## src/rtl/bus_frame_receiver.sv

```systemverilog
// ============================================================================
// bus_frame_receiver
// ----------------------------------------------------------------------------
// Serial receive endpoint for the single-wire frame bus. One bit is sampled
// per clock. Each 80-bit frame is deserialised, filtered on destination
// address, and checked for CRC-4 and stop bit. Accepted frames appear as a
// parallel word together with a one-cycle valid strobe.
//
// Frame layout (MSB first, one bit per clock):
//   start(1)=1 | src[3:0] | dst[3:0] | mod[1:0] | data[63:0] | crc[3:0] | stop(1)=0
//
// CRC-4, polynomial x^4+x+1, initial value 0. It covers the 74 bits from src
// through data.
//
// Handshake: rx_valid, crc_err and frame_err are single-cycle strobes with no
// back-pressure. At most one of them is high in any cycle. rx_data, rx_src
// and rx_mod are valid while rx_valid is high, and they hold their value
// until the next accepted frame.
//
// Parameters:
//   MY_ADDR   - this node's address
//   BCAST_EN  - when 1, destination 4'hF is accepted as well
//
// Ports:
//   clock      in   rising-edge clock
//   reset_n    in   asynchronous active-low reset
//   bus_in     in   serial line, idles at 0
//   rx_data    out  payload of the last accepted frame
//   rx_src     out  sender address of the last accepted frame
//   rx_mod     out  mode field of the last accepted frame
//   rx_valid   out  one-cycle pulse, accepted frame on rx_*
//   crc_err    out  one-cycle pulse, address-matched frame failed CRC
//   frame_err  out  one-cycle pulse, address-matched frame had bad stop bit
//   busy       out  high from start-bit detection until frame end
//   dbg_state  out  current FSM state, for observation only
// ============================================================================
module bus_frame_receiver #(
    parameter logic [3:0] MY_ADDR  = 4'd1,
    parameter bit         BCAST_EN = 1'b1
) (
    input  logic        clock,
    input  logic        reset_n,
    input  logic        bus_in,
    output logic [63:0] rx_data,
    output logic [3:0]  rx_src,
    output logic [1:0]  rx_mod,
    output logic        rx_valid,
    output logic        crc_err,
    output logic        frame_err,
    output logic        busy,
    output logic [2:0]  dbg_state
);

    typedef enum logic [2:0] {
        S_IDLE = 3'd0,
        S_HDR  = 3'd1,
        S_PAY  = 3'd2,
        S_CRC  = 3'd3,
        S_STOP = 3'd4
    } state_t;

    state_t       r_state;
    logic [6:0]   r_cnt;      // bit index within src..crc, 0..77
    logic [73:0]  r_shift;    // src, dst, mod, data
    logic [3:0]   r_crc;      // running CRC over the shifted-in bits
    logic [3:0]   r_rcrc;     // CRC field received from the line
    logic         r_match;    // address filter result for this frame
    logic [63:0]  r_rx_data;
    logic [3:0]   r_rx_src;
    logic [1:0]   r_rx_mod;
    logic         r_rx_valid;
    logic         r_crc_err;
    logic         r_frame_err;
    logic         r_busy;

    logic [3:0]   w_dst;
    logic         w_addr_hit;
    logic [3:0]   w_crc_next;

    // One serial CRC step: shift left, fold the polynomial in on feedback.
    function automatic logic [3:0] crc4_step(input logic [3:0] c, input logic b);
        logic fb;
        fb = c[3] ^ b;
        return {c[2:0], 1'b0} ^ (fb ? 4'b0011 : 4'b0000);
    endfunction

    // While the last dst bit is on the line, the other three dst bits are
    // already in the low end of the shift register.
    assign w_dst      = {r_shift[2:0], bus_in};
    assign w_addr_hit = (w_dst == MY_ADDR) || (BCAST_EN && (w_dst == 4'hF));
    assign w_crc_next = crc4_step(r_crc, bus_in);

    always_ff @(posedge clock or negedge reset_n) begin
        if (!reset_n) begin
            r_state     <= S_IDLE;
            r_cnt       <= 7'd0;
            r_shift     <= 74'd0;
            r_crc       <= 4'd0;
            r_rcrc      <= 4'd0;
            r_match     <= 1'b0;
            r_rx_data   <= 64'd0;
            r_rx_src    <= 4'd0;
            r_rx_mod    <= 2'd0;
            r_rx_valid  <= 1'b0;
            r_crc_err   <= 1'b0;
            r_frame_err <= 1'b0;
            r_busy      <= 1'b0;
        end else begin
            // Strobes default low, so every pulse lasts exactly one clock.
            r_rx_valid  <= 1'b0;
            r_crc_err   <= 1'b0;
            r_frame_err <= 1'b0;
            case (r_state)
                S_IDLE: begin
                    if (bus_in) begin
                        r_state <= S_HDR;
                        r_cnt   <= 7'd0;
                        r_crc   <= 4'd0;
                        r_match <= 1'b0;
                        r_busy  <= 1'b1;
                    end
                end
                S_HDR, S_PAY: begin
                    r_shift <= {r_shift[72:0], bus_in};
                    r_crc   <= w_crc_next;
                    r_cnt   <= r_cnt + 7'd1;
                    if (r_cnt == 7'd7) begin
                        r_match <= w_addr_hit;
                    end
                    if (r_cnt == 7'd9) begin
                        r_state <= S_PAY;
                    end
                    if (r_cnt == 7'd73) begin
                        r_state <= S_CRC;
                    end
                end
                S_CRC: begin
                    r_rcrc <= {r_rcrc[2:0], bus_in};
                    r_cnt  <= r_cnt + 7'd1;
                    if (r_cnt == 7'd77) begin
                        r_state <= S_STOP;
                    end
                end
                S_STOP: begin
                    // Always return to IDLE. A stop bit of 1 is never
                    // taken as the next start bit.
                    r_state <= S_IDLE;
                    r_busy  <= 1'b0;
                    if (r_match) begin
                        if (bus_in) begin
                            r_frame_err <= 1'b1;
                        end else if (r_crc != r_rcrc) begin
                            r_crc_err <= 1'b1;
                        end else begin
                            r_rx_src   <= r_shift[73:70];
                            r_rx_mod   <= r_shift[65:64];
                            r_rx_data  <= r_shift[63:0];
                            r_rx_valid <= 1'b1;
                        end
                    end
                end
                default: begin
                    r_state <= S_IDLE;
                    r_busy  <= 1'b0;
                end
            endcase
        end
    end

    assign rx_data   = r_rx_data;
    assign rx_src    = r_rx_src;
    assign rx_mod    = r_rx_mod;
    assign rx_valid  = r_rx_valid;
    assign crc_err   = r_crc_err;
    assign frame_err = r_frame_err;
    assign busy      = r_busy;
    assign dbg_state = r_state;

endmodule

```

## config.mk

```make
export PLATFORM = sky130hd
export DESIGN_NAME = bus_frame_receiver
export DESIGN_NICKNAME = d
export VERILOG_FILES = /design/src/rtl/bus_frame_receiver.sv
export SDC_FILE = /design/constraint.sdc
export NUM_CORES = 1
export LEC_CHECK = 0
export CAP_MARGIN = 20
export CORE_ASPECT_RATIO = 0.9
export CORE_MARGIN = 4
export CORE_UTILIZATION = 45
export CTS_CLUSTER_DIAMETER = 30
export DETAILED_ROUTE_END_ITERATION = 6
export GPL_ROUTABILITY_DRIVEN = 0
export GPL_TIMING_DRIVEN = 0
export PLACE_DENSITY = 0.76
export SETUP_SLACK_MARGIN = 0.4
export SLEW_MARGIN = 30
export SYNTH_ARGS = -nofsm -noshare
export SYNTH_HDL_FRONTEND = slang
export SYNTH_SLANG_ARGS = --single-unit
export TNS_END_PERCENT = 10
```

## constraint.sdc

```tcl
create_clock -name clock -period 2.39 [get_ports clock]
set_clock_uncertainty 0.15 [all_clocks]
set_input_delay 0.478 -clock clock [delete_from_list [all_inputs] [get_ports clock]]
set_output_delay 0.478 -clock clock [all_outputs]
set_load 0.01 [all_outputs]
```

==> results of run 1 <==
## routing by layer
layer	vias up	track usage	wire length [µm]
li1	1708	-	-
met3	11	0.05129	529
met4	0	0.05578	159
met2	78	0.2322	5753
met5	-	0	0
met1	1844	0.2045	5645
## cells by family (layout without fill, tap and decap cells)
kind of cell	Yosys count	in the layout	synth area share
AND/OR/NAND/NOR	51	51	0.03920
adder cells (fa/ha/maj)	2	2	0.003663
XOR/XNOR	8	8	0.01026
flip-flops	167	167	0.6118
multiplexers	145	145	0.2770
AO/OA/AOI/OAI	23	23	0.02400
buffers and inverters	26	141	0.03407
## sequential cells by signal (all words and copies together) (netlist names)
register,count
dbg_state,3
rx_data,64
r_crc,4
crc_err,1
r_match,1
r_cnt,7
r_shift,74
r_rcrc,4
rx_mod,2
rx_src,4
rx_valid,1
frame_err,1
busy,1
## worst paths after layout
| path | from | to | slack [ns] |
|---|---|---|---|
| hold reg to reg | r_shift[68]$_DFFE_PN0P_ | r_shift[68]$_DFFE_PN0P_ | 0.36 |
| hold / removal | r_shift[68]$_DFFE_PN0P_ | r_shift[68]$_DFFE_PN0P_ | 0.36 |
| min in group asynchronous | reset_n | rx_data[62]$_DFFE_PN0P_ | 0.48 |
| max in group asynchronous | reset_n | r_shift[24]$_DFFE_PN0P_ | 0.78 |
| setup reg to reg | dbg_state[1]$_DFFE_PN0P_ | r_shift[22]$_DFFE_PN0P_ | 0.42 |
| setup / recovery | rx_src[3]$_DFFE_PN0P_ | rx_src[3] | 0.41 |
## cell type report
type / instances / area [µm²]
buffer: 22 / 247.7
fill: 1138 / 6161
timing repair buffer: 83 / 849.6
multi-input combinational: 229 / 2431
inverter: 4 / 15.01
clock buffer: 22 / 474.2
tap: 198 / 247.7
sequential: 167 / 4179
clock inverter: 10 / 214.0
## through the flow
stage	setup TNS (ns)	hold slack (ns)	instance area, µm²	util
after global routing	0	0.3718	8658	0.5843
after global placement	-951.67	0.3388	7869	0.5310
after floorplan	0	0.03241	6830	-
after detailed placement	0	0.3401	7901	0.5332
after CTS	0	0.3583	8620	0.5816
final	0	0.3560	8658	0.5843
## cells in the mapped netlist, drive strengths merged (3+ instances only)
master,number
mux2,145
nand3,7
buf,19
inv,4
clkbuf,3
dfrtp,167
o31ai,3
o211ai,3
and3,3
nor2,12
xor2,6
nand2,12
o21ai,6
## power by group
part	switching, mW	total, mW	internal (mW)
logic	1.24	2.60	1.36
clock network	1.08	3.13	2.05
registers	0.396	3.72	3.32
total	2.71	9.45	6.73
## layout by cell type (no fill, tap or decap), types with 7 or more instances in the layout
master           instances
buf_12                   8
nand3_1                  7
mux2_2                  76
nand2_1                 12
mux2_4                  69
clkbuf_16               17
nor2_1                  10
dfrtp_1                167
clkdlybuf4s50_1         76
buf_4                    7
## timing repair
item,in CTS,in global routing
pin swaps,0,1
gates resized for setup,9,6
setup endpoints to repair,148,194
buffers inserted,0,2
hold buffers,1,0
gates cloned,0,0
hold endpoints to repair,81,0
==> results.tsv, run 1 <==
metric	value	unit
status	complete, no violations	
timing.final.ws_setup	0.4072	ns
hold_class	reg -> reg	
drc	0	
grt_pass1_vias	3949	
portBuffers	79	
clockBufferDepth	2	
drive_gt1_frac	0.3855	
async_flop_share	1.000	
cp.arrival	1.35	ns
crit_path_end_kind	output port	
cp-start-kind	flip-flop	
tritoncts	built	
io-pin-count	80	
grt_max_degree	87	
ys_types	42	
cp_top_family	buffers and inverters	
reg2reg_depth	6	
stdcell_count	735	
whs_path_depth	1	
place_ws	0.1557	ns
nNetsFinal	529	
synthCells	422	
drt_first_iter_violations	112	
diodes	0	
avgSynthCellArea	16.19	µm²
synthFlopType	dfrtp_1	
finalCriticalPeriod	1.983	ns
hpwl	8010	µm
fp-row-count	42	
antenna_found_initial	0	
clk_latency	0.42	ns
die_x	137.9	µm
grt_use_total	0.1530	
start_util	0.4609	
path_max_fanout	2	
yosys-top-cells-area	dfrtp_1 61%, mux2_4 15%, mux2_2 13%	
grt_pass1_wl	20450	µm
synth_edf_count	0	
dp_cells	700	
area_growth_syn_to_layout	26.76	%
cellPowerDensity	1091	nW/µm²
crit_required	1.76	ns
synth_seq_cells	167	
routed_wirelength	12090	µm
numCtsBuffers	17	
hold_viol_final	0	
yosysWarnings	0	
crit_type	reg -> out	
max_stage_delay	0.55	ns
synth_top_area_share	0.6118	
leakage	4.309	nW
finalPower	9.448	mW
worstMarginPinSlew	0.6109	ns
rsz0062_at_grt	true	
yosysSeqAreaShare	0.6118	
wl_per_cell	16.44	µm
path_buf_inv	1	
drtAntennaViolNets	0	
fmax	0.5043	GHz
viasPerCell	4.954	
period_share	0.8296	
dieArea	17220	µm²
vdd_drop_max	0.0007811	V
core	14820	µm²
vias	3641	
relSlewSlack	0.5927	
synth_nets	427	
dr.pass1.iters	4	
maxCapViolCount	0	
yosys.area.top_type	dfrtp_1	
root_buffer	clkbuf_16	
htreeDepth	4	
critPathSlowestCell	clkdlybuf4s50_1	
gr-total-overflow	0	
clk_pin_slew	0.06	ns
setup_viol	0	
path_depth	1	
fp.dieH	124.9	µm
synth_area	6830	µm²
slew_violations	0	
crit_chain	clkdlybuf4s50_1	
clock-sinks	167	
(Power assumes the default switching activity.)
==> run 2, diff against run 1 <==
- PLACE_DENSITY: 0.76 -> 0.79
- clock period: 2.39 -> 1.7 ns (I/O delays scaled with it)
==> run 2 against run 1 <==
The flow now finishes with violations (hold timing, setup timing). Clock-buffer cell count shrank 1. Flip-flop and latch count is the same. Sequential power grew 42%. Utilization grew 0.96 points. Non-clock buffer count grew 10. Via count grew 5.3%. Sequential share of layout area shrank 0.77 points. Setup slack lost 0.66 ns. Largest cell class unchanged. Highest routed layer unchanged.
==> results.tsv, run 2 (same netlist as run 1, synthesis figures left out) <==
metric	value	unit
status	finished with violations	
violations	hold timing, setup timing	
numCtsBuffers	17	
clk_latency	0.42	ns
hold_slack	-0.2751	ns
gr-total-overflow	0	
crit_chain	xor2_1 > nor4_2 > buf_4 > nand2b_4 > buf_12 > buf_12 > mux2_4	
portBuffers	79	
reg2reg_slack	-0.26	ns
wl_per_cell	17.83	µm
io-pin-count	80	
layout_commonest_cell	dfrtp_1	
hold_viol_final	80	
largest_reg_flops	74	
rsz0062_at_grt	true	
finalCriticalPeriod	1.956	ns
hpwl	8209	µm
drt_first_iter_violations	211	
htreeDepth	4	
clockBufferDepth	2	
drtAntennaViolNets	0	
drive_gt1_frac	0.5641	
fp-row-count	42	
hold_class	in -> async	
vdd_drop_max	0.001249	V
start_util	0.4609	
area_growth_syn_to_layout	28.85	%
drc	0	
grt_use_total	0.1630	
core	14820	µm²
crit_path_frequent_cell	buf_12	
viasPerCell	5.153	
nNetsFinal	539	
cp-start-kind	flip-flop	
fmax	0.5112	GHz
tritoncts	built	
regMostFlops	r_shift	
root_buffer	clkbuf_16	
max_stage_delay	0.45	ns
slew_violations	0	
crit_type	reg -> reg	
vias	3834	
setup_viol	130	
clk_pin_slew	0.07	ns
fp.dieH	124.9	µm
clock-sinks	167	
worstMarginPinSlew	0.6030	ns
grt_max_degree	88	
maxCapViolCount	0	
period_share	1.151	
cp.arrival	2.11	ns
leakage	4.720	nW
timing.final.ws_setup	-0.2562	ns
grt_pass1_wl	21860	µm
dieArea	17220	µm²
cellPowerDensity	1731	nW/µm²
grt_pass1_vias	4108	
n_fill_cell	1161	
final_cell_mix	166 x dfrtp_1, 119 x mux2_4, 67 x buf_2	
relSlewSlack	0.5980	
finalSetupTns	-21.93	ns
diodes	0	
die_x	137.9	µm
routed_wirelength	13270	µm
critPathSlowestCell	dfrtp_2	
antenna_found_initial	0	
dr.pass1.iters	5	
post-route-util	0.5939	
path_max_fanout	10	
crit_path_end_kind	flip-flop	
crit_required	1.85	ns
run 2: report_power, final:
part	switching, mW	internal [mW]	leakage (nW)
Clock	1.54	2.43	0.296
Sequential	0.623	4.67	2.24
Combinational	2.40	3.57	2.19
Total	4.56	10.7	4.72
run 2: layout make-up:
cell class | count | area (µm²) | area share
buffer | 22 | 344.1 | 0.03910
inverter | 4 | 15.01 | 0.001706
clock inverter | 10 | 145.1 | 0.01649
multi-input combinational | 229 | 2690 | 0.3057
sequential | 167 | 4180 | 0.4750
timing repair buffer | 93 | 708.2 | 0.08047
tap | 198 | 247.7 | 0.02815
clock buffer | 21 | 470.5 | 0.05345
run 2: critical path, delay by kind of cell, from the launching register on:
family,cells,cell delay [ns]
buffers and inverters,3,0.48
flip-flops,1,0.45
multiplexers,1,0.30
AND/OR/NAND/NOR,2,0.26
XOR/XNOR,1,0.18
run 2: timing repair:
item,4_1_cts,5_1_grt
pin swaps,12,6
hold endpoints to repair,80,80
resized for setup,363,58
gates cloned,6,0
buffers inserted,7,0
setup endpoints to repair,242,244
run 2: final timing paths:
check                                                to                    start  cells past startpoint
min in group clock              r_shift[67]$_DFFE_PN0P_  r_shift[66]$_DFFE_PN0P_                      1
worst min register to register  r_shift[67]$_DFFE_PN0P_  r_shift[66]$_DFFE_PN0P_                      1
worst max-delay path             rx_data[2]$_DFFE_PN0P_     r_crc[3]$_DFFE_PN0P_                      7
worst min-delay path            rx_data[60]$_DFFE_PN0P_                  reset_n                      1
max in group asynchronous          r_crc[3]$_DFFE_PN0P_                  reset_n                      2
worst max register to register   rx_data[2]$_DFFE_PN0P_     r_crc[3]$_DFFE_PN0P_                      7
run 2: per-layer routing:
metal,share of wire,up-vias,global-route usage
li1,-,1723,-
met1,0.46,1979,0.2186
met2,0.48,103,0.2477
met3,0.048,29,0.05210
met4,0.021,0,0.06043
met5,0,-,0
run 2: per-stage QoR:
stage	cell area [µm²]	power (mW)	hold WS [ns]	worst slack, ns	instances
after floorplan	6854	7.991	-0.1056	-0.1042	422
after global placement	7893	8.675	0.3364	-6.247	699
after detailed placement	7925	8.936	0.2084	-0.4729	700
after CTS	8622	14.85	-0.2451	-0.2475	744
after global routing	8801	16.01	-0.2452	-0.3081	744
final	8801	15.23	-0.2751	-0.2562	744
